--- config.mk ---
export PLATFORM = sky130hd
export DESIGN_NAME = dram_arbiter
export DESIGN_NICKNAME = d
export VERILOG_FILES = /design/src/rtl/dram_arb_pkg.sv /design/src/rtl/dram_arb_pick.sv /design/src/rtl/dram_arbiter.sv
export SDC_FILE = /design/constraint.sdc
export NUM_CORES = 1
export LEC_CHECK = 0
export ABC_AREA = 1
export ABC_CLOCK_PERIOD_IN_PS = 2800
export CAP_MARGIN = 20
export CORE_UTILIZATION = 45
export CTS_BUF_LIST = sky130_fd_sc_hd__clkbuf_8
export CTS_CLUSTER_SIZE = 28
export DETAILED_ROUTE_END_ITERATION = 10
export PLACE_DENSITY_LB_ADDON = 0.2
export RECOVER_POWER = 25
export SETUP_SLACK_MARGIN = 0.02
export SYNTH_ARGS = -nofsm -noshare
export SYNTH_HDL_FRONTEND = slang
export SYNTH_HIERARCHICAL = 1
export SYNTH_SLANG_ARGS = --single-unit
--- constraint.sdc ---
create_clock -name gclk -period 2.8 [get_ports gclk]
set_clock_uncertainty 0.15 [all_clocks]
set_input_delay 0.56 -clock gclk [delete_from_list [all_inputs] [get_ports gclk]]
set_output_delay 0.56 -clock gclk [all_outputs]
set_load 0.005 [all_outputs]
--- src/rtl/dram_arb_pkg.sv ---
// Shared types and constants for the two-port DRAM arbiter: FSM encoding,
// port indices and default widths.
package dram_arb_pkg;

    typedef enum logic [2:0] {
        S_IDLE  = 3'd0,
        S_SETUP = 3'd1,
        S_WRITE = 3'd2,
        S_READ  = 3'd3,
        S_RDATA = 3'd4,
        S_ACK   = 3'd5
    } state_t;

    localparam logic PORT0 = 1'b0;
    localparam logic PORT1 = 1'b1;

    localparam int DEF_AW = 8;
    localparam int DEF_DW = 8;
    localparam int SETUP_MAX = 3;

endpackage

--- src/rtl/dram_arb_pick.sv ---
// Grant selection between the CPU port (0) and the loader port (1).
// DRAM_ARB_RR_EN selects round-robin with a last-grant register; otherwise port 0 has fixed priority.
module dram_arb_pick
    import dram_arb_pkg::*;
(
`ifdef DRAM_ARB_RR_EN
    input  logic gclk,
    input  logic rst,
    input  logic take,
`endif
    input  logic req0,
    input  logic req1,
    output logic gnt
);

`ifdef DRAM_ARB_RR_EN
    logic last;

    // Reset to port 1 so the first contention after reset goes to port 0.
    always_ff @(posedge gclk or posedge rst) begin
        if (rst) begin
            last <= PORT1;
        end else if (take) begin
            last <= gnt;
        end
    end

    always_comb begin
        gnt = PORT0;
        if (req1 && (!req0 || last == PORT0)) begin
            gnt = PORT1;
        end
    end
`else
    always_comb begin
        gnt = PORT0;
        if (req1 && !req0) begin
            gnt = PORT1;
        end
    end
`endif

endmodule

--- src/rtl/dram_arbiter.sv ---
// Two-port arbiter in front of a synchronous single-port RAM (1-cycle read latency).
// Arbitration policy is set by DRAM_ARB_RR_EN (round-robin) or fixed port-0 priority when undefined.
module dram_arbiter
    import dram_arb_pkg::*;
#(
    parameter int AW           = DEF_AW,
    parameter int DW           = DEF_DW,
    parameter int SETUP_CYCLES = 1
) (
    input  logic          gclk,
    input  logic          rst,
    input  logic          req0,
    input  logic          we0,
    input  logic [AW-1:0] addr0,
    input  logic [DW-1:0] wdata0,
    output logic          ack0,
    output logic [DW-1:0] rdata0,
    input  logic          req1,
    input  logic          we1,
    input  logic [AW-1:0] addr1,
    input  logic [DW-1:0] wdata1,
    output logic          ack1,
    output logic [DW-1:0] rdata1,
    output logic          wea,
    output logic [AW-1:0] daddr,
    output logic [DW-1:0] ddataout,
    input  logic [DW-1:0] ddatain
);

    localparam logic [1:0] SETUP_LAST = 2'(SETUP_CYCLES - 1);

    state_t        state;
    logic [1:0]    cnt;
    logic          gnt;
    logic          gnt_q;
    logic          any_req;
    logic          hold_we;
    logic [AW-1:0] hold_addr;
    logic [DW-1:0] hold_wdata;
    logic          sel_we;
    logic [AW-1:0] sel_addr;
    logic [DW-1:0] sel_wdata;

    assign any_req = req0 | req1;

`ifdef DRAM_ARB_RR_EN
    logic take;
    assign take = (state == S_IDLE) && any_req;
`endif

    dram_arb_pick u_pick (
`ifdef DRAM_ARB_RR_EN
        .gclk (gclk),
        .rst  (rst),
        .take (take),
`endif
        .req0 (req0),
        .req1 (req1),
        .gnt  (gnt)
    );

    always_comb begin
        sel_we    = we0;
        sel_addr  = addr0;
        sel_wdata = wdata0;
        if (gnt == PORT1) begin
            sel_we    = we1;
            sel_addr  = addr1;
            sel_wdata = wdata1;
        end
    end

    // The RAM address and write data come only from the holding registers,
    // so they cannot move while a transaction is in flight.
    assign daddr    = hold_addr;
    assign ddataout = hold_wdata;

    always_ff @(posedge gclk or posedge rst) begin
        if (rst) begin
            state      <= S_IDLE;
            cnt        <= 2'd0;
            gnt_q      <= PORT0;
            hold_we    <= 1'b0;
            hold_addr  <= '0;
            hold_wdata <= '0;
            wea        <= 1'b0;
            ack0       <= 1'b0;
            ack1       <= 1'b0;
            rdata0     <= '0;
            rdata1     <= '0;
        end else begin
            wea  <= 1'b0;
            ack0 <= 1'b0;
            ack1 <= 1'b0;
            case (state)
                S_IDLE: begin
                    if (any_req) begin
                        gnt_q      <= gnt;
                        hold_we    <= sel_we;
                        hold_addr  <= sel_addr;
                        hold_wdata <= sel_wdata;
                        cnt        <= 2'd0;
                        state      <= sel_we ? S_SETUP : S_READ;
                    end
                end
                S_SETUP: begin
                    if (cnt == SETUP_LAST) begin
                        wea   <= hold_we;
                        state <= S_WRITE;
                    end else begin
                        cnt <= cnt + 2'd1;
                    end
                end
                S_WRITE: begin
                    ack0  <= (gnt_q == PORT0);
                    ack1  <= (gnt_q == PORT1);
                    state <= S_ACK;
                end
                S_READ: begin
                    state <= S_RDATA;
                end
                S_RDATA: begin
                    if (gnt_q == PORT1) begin
                        rdata1 <= ddatain;
                    end else begin
                        rdata0 <= ddatain;
                    end
                    ack0  <= (gnt_q == PORT0);
                    ack1  <= (gnt_q == PORT1);
                    state <= S_ACK;
                end
                S_ACK: begin
                    state <= S_IDLE;
                end
                default: begin
                    state <= S_IDLE;
                end
            endcase
        end
    end

endmodule

# Yosys cells after proc, flatten, opt, wreduce, memory -nomap -nowiden
# Cells that the tools add are included.
[classes]
bitwise_logic = 2
n_eq_ne = 7
muxes = 15
reduce_logical = 11
n_addsub = 1
[ops]
columns = ["operator", "count"]
rows = [
  ["$mux W8", 2],
  ["$pmux W3 S4", 1],
  ["$reduce_and A2 Y1", 4],
  ["$eq A3 B2 Y1 const B", 2],
  ["$mux W1", 6],
  ["$mux W2", 3],
  ["$mux W3", 2],
  ["$ne A2 B2 Y1 const B", 3],
  ["$pmux W2 S2", 1],
  ["$eq A3 B1 Y1 const B", 1],
  ["$eq A3 B3 Y1 const B", 1],
  ["$logic_not A3 Y1", 1],
  ["$reduce_and A3 Y1", 1],
  ["$add A2 B1 Y2 const B", 1],
  ["$logic_not A2 Y1", 1],
  ["$reduce_bool A2 Y1", 1],
  ["$reduce_or A2 Y1", 1],
  ["$logic_and A1 B1 Y1", 1],
  ["$logic_not A1 Y1", 1],
  ["$not A1 Y1", 1],
  ["$or A1 B1 Y1", 1],
]
[word_totals]
out_inout_bits = 35
ff_bits = 42

# Longest topological paths before layout
[logic_depth]
word_depth = 7
ltp_mapped = 8
ltp_nobuf = 8

# Hierarchy
# Netlist, hierarchy kept.
[by_module_without_submodules]
columns = ["module", "seq_area_each_um2", "instances", "area_per_inst_um2", "cells_per_inst"]
rows = [
  ["dram_arbiter", 1051.0, 1, 1878.1, 210],
  ["dram_arb_pick", 0.0, 1, 10.0, 2],
]

# Least setup slack after synthesis
# OpenSTA, ideal clock, no wires.
[synth_path]
path_kind = "in2reg"
from = "in req1"
to = "reg hold_addr[7], in the netlist daddr[7]"
setup_ns = 0.123
path_buffers = 1
arrival_ns = 1.280
slack_ns = 1.247
stages = 6
cell_sequence = "inv_1 > nor2_2 > inv_1 > clkbuf_1 > o21ai_0 > o21ai_1"
[synth_via]
elab_chain_cells = 3
[synth_lines]
columns = ["element", "line", "source"]
rows = [
  ["start: declaration", "dram_arbiter.sv:18", "input logic req1,"],
  ["$logic_and A1 B1 Y1", "dram_arb_pick.sv:37", "if (req1 && !req0) begin"],
  ["$mux W1", "dram_arb_pick.sv:37", ""],
  ["via gnt", "dram_arbiter.sv:34", "logic gnt;"],
  ["$mux W8", "dram_arbiter.sv:66", "if (gnt == PORT1) begin"],
  ["end signal: assignment", "dram_arbiter.sv:100", "hold_addr <= sel_addr;"],
  ["end: declaration", "dram_arbiter.sv:38", "logic [AW-1:0] hold_addr;"],
]
# The timed path passes the listed nets, and every way through them passes these cells.
# A chain may end at the register's enable or synchronous reset.

# Worst setup path after layout
[layout_path]
from = "reg hold_wdata[3], in the netlist ddataout[3]"
to = "out ddataout[3]"
[layout_rtl]
columns = ["element", "line", "source"]
rows = [
  ["start: declaration", "dram_arbiter.sv:39", "logic [DW-1:0] hold_wdata;"],
  ["start signal: assignment", "dram_arbiter.sv:101", "hold_wdata <= sel_wdata;"],
  ["end: declaration", "dram_arbiter.sv:26", "output logic [DW-1:0] ddataout,"],
]
# No word-level cell between the ends.

==> qor.txt <==
Clock transition at path regs = 0.08 ns
Slowest library cell on the worst path = clkdlybuf4s50_1
Clock share of power = 0.172
Final period util = 0.6744
Starting Density = 0.4720
CP max stage delay = 0.51 ns
Top_reg_cell synth = dfrtp_1
Commonest cells post-synth = nand2_1, o21ai_0, dfrtp_1, inv_1, or2_2
Routed Antenna Nets = 0
CP Capture Type = output pin
P&R area growth vs syn = 50.30%
Post-CTS setup buffers = 0
Clock sinks = 42
First-pass GRT wire length = 6706 um
Synthesized flop and latch total = 42
Root buf cell = clkbuf_8
Hpwl dp = 2950 um
CP Max Fanout = 2
Sw Share = 0.3259
DR WL/cell = 11.38 um
Max_cap viols = 0
GPL Wtd Cong = 0.7521
Fin nets = 342
Register area share after synthesis = 0.5567
Post-synth top area share = 0.5567
Syn nets = 259
CP arrival = 1.18 ns
Die ar. = 4459 um2
Hold/Removal Path Class = reg2reg
Worst setup SP type = register
Worst IR Drop VDD = 0.0004252 V
FP Rows = 23
Cell Area, Synth = 1888 um2
Count leader, synth = nand2_1
Ys Warns = 6
GR Overflow Total = 0
Layout cells sized above 1 = 0.1081
Final number of setup-violating endpoints = 0
Total GRT Usage = 0.2048
Static leakage = 0.001322 uW
Fin crit period = 1.888 ns
Largest cells by area after synthesis = dfrtp_1, o21ai_0, nand2_1
Pwr/cell area = 958.4 nW/um2
Max-slew headroom = 0.5524
Iteration-0 DRC Markers = 70
Vias in the first global route = 1558
CTS H-tree depth = 2
WP buf/inv = 1
Setup tns final = 0 ns
Detailed-route via count = 1663
Largest net degree at the start of global routing = 35
Die Wd = 66.78 um
CTS resizes = 0
Clock Latency Late Sink = 0.30 ns
Antenna diodes = 0
Vias/cell = 4.806
Fmax = 0.5296 GHz
Core area = 4000 um2
Reg power frac = 0.401
Cell Int Power = 1833 uW
Max-slew violation count = 0
Worst Tran Pin Value = 0.6713 ns
Clock tree buffer depth = 2
IO Pins = 81
Share of flip-flops with an asynchronous set or reset = 1.000
Syn Inst Count = 212
Final Hold Vio Count = 0
Drt pass-1 iters = 5
Critical path class = reg2out
Crit path cell chain = clkdlybuf4s50_1
RSZ-0062 raised after global routing = false
Status = completed
Crit path max-delay family = buffers and inverters
IO Port Bufs = 80
P_sw = 886.4 uW
Synth unique cells = 19
CTS tree = yes
Drc violations = 0
EDFF count, synth = 0
Die height = 66.78 um
Worst EP required = 2.09 ns
Antenna violations before repair = 0
Cell accounting for the most synthesized area = dfrtp_1
Mean Syn Cell Area = 8.906 um2
Tot Pwr = 2720 uW
CTS buffer count = 5
FILL cells = 337
Hold Buf Count CTS = 0
Detailed Route WL = 3937 um
Power share of the combinational group = 0.427
## cell type report
class	instances	area (um2)	area share
Sequential cell	42	1051	0.3704
Timing Repair Buffer	84	827.0	0.2914
Multi-Input combinational cell	140	704.4	0.2482
Inverter	22	82.58	0.02910
Clock buffer	5	68.82	0.02425
Tap cell	50	62.56	0.02205
Clock inverter	3	41.29	0.01455
## per-layer routing
| layer | track usage | up-vias | routed length [um] |
|---|---|---|---|
| li1 | - | 840 | - |
| met1 | 0.2274 | 751 | 1661 |
| met2 | 0.3359 | 63 | 1843 |
| met3 | 0.09247 | 9 | 362 |
| met4 | 0.08777 | 0 | 70 |
| met5 | 0 | - | 0 |
## sequential cells by signal (all words and copies together), names as in the netlist, 2 cells and up
name	count
cnt	2
ddataout	8
daddr	8
state	3
rdata0	8
rdata1	8
## cells in the final DEF (no fill, tap or decap), types with 2 or more instances in the layout
cell type	n
nand3_1	5
buf_4	3
clkdlybuf4s50_1	79
nand2_1	48
nand3_4	2
o21ai_1	6
or2_2	16
dfrtp_1	42
inv_1	22
o21ai_0	45
clkbuf_8	5
nor2_1	12
## cells by family (layout without fill, tap and decap cells)
group                      count (synthesis)  count (layout)  synth area share
and+or+nand+nor                           87              87            0.2266
DFF                                       42              42            0.5567
adders and majority gates                  1               1          0.006626
buffers and inverters                     30             114           0.07025
AOI/OAI and AO/OA                         52              52            0.1398
## power by group through the flow
stage	combinational [uW]	clock (uW)	sequential, uW
global route	1330	510	1130
CTS	1180	479	1090
global placement	1150	0	1100
detailed placement	1180	0	1100
finish	1160	468	1090
floorplan	528	0	1110
## stage by stage
step / util / worst slack (ns) / hold slack [ns] / cell area (um2) / cells
3_3_place_gp: 0.6828 / 0.6859 / 0.3149 / 2731 / 338
4_1_cts: 0.7104 / 0.9023 / 0.3453 / 2841 / 346
2_1_floorplan: - / 1.116 / 0.3086 / 1888 / 212
5_1_grt: 0.7094 / 0.8225 / 0.3657 / 2838 / 346
3_5_place_dp: 0.6828 / 0.6411 / 0.3248 / 2731 / 338
6_report: 0.7094 / 0.9117 / 0.3412 / 2838 / 346
## tightest hold or removal path: stages, from the launching register on
cell and delay, ns:
dfrtp_1 0.35, nand2_1 0.05, o21ai_0 0.06
## final timing paths
| check | startpoint | endpoint | slack [ns] | cells past startpoint |
|---|---|---|---|---|
| setup reg to reg | state[0] | daddr[4] | 1.22 | 4 |
| hold reg to reg | daddr[2] | daddr[2] | 0.34 | 2 |
| setup / recovery | ddataout[3] | ddataout[3] | 0.91 | 1 |
| max in group asynchronous | rst | cnt[1] | 1.07 | 3 |
| hold / removal | daddr[2] | daddr[2] | 0.34 | 2 |
| min in group asynchronous | rst | ddataout[1] | 0.52 | 2 |
Note: power is estimated with default switching activity, not from simulation.
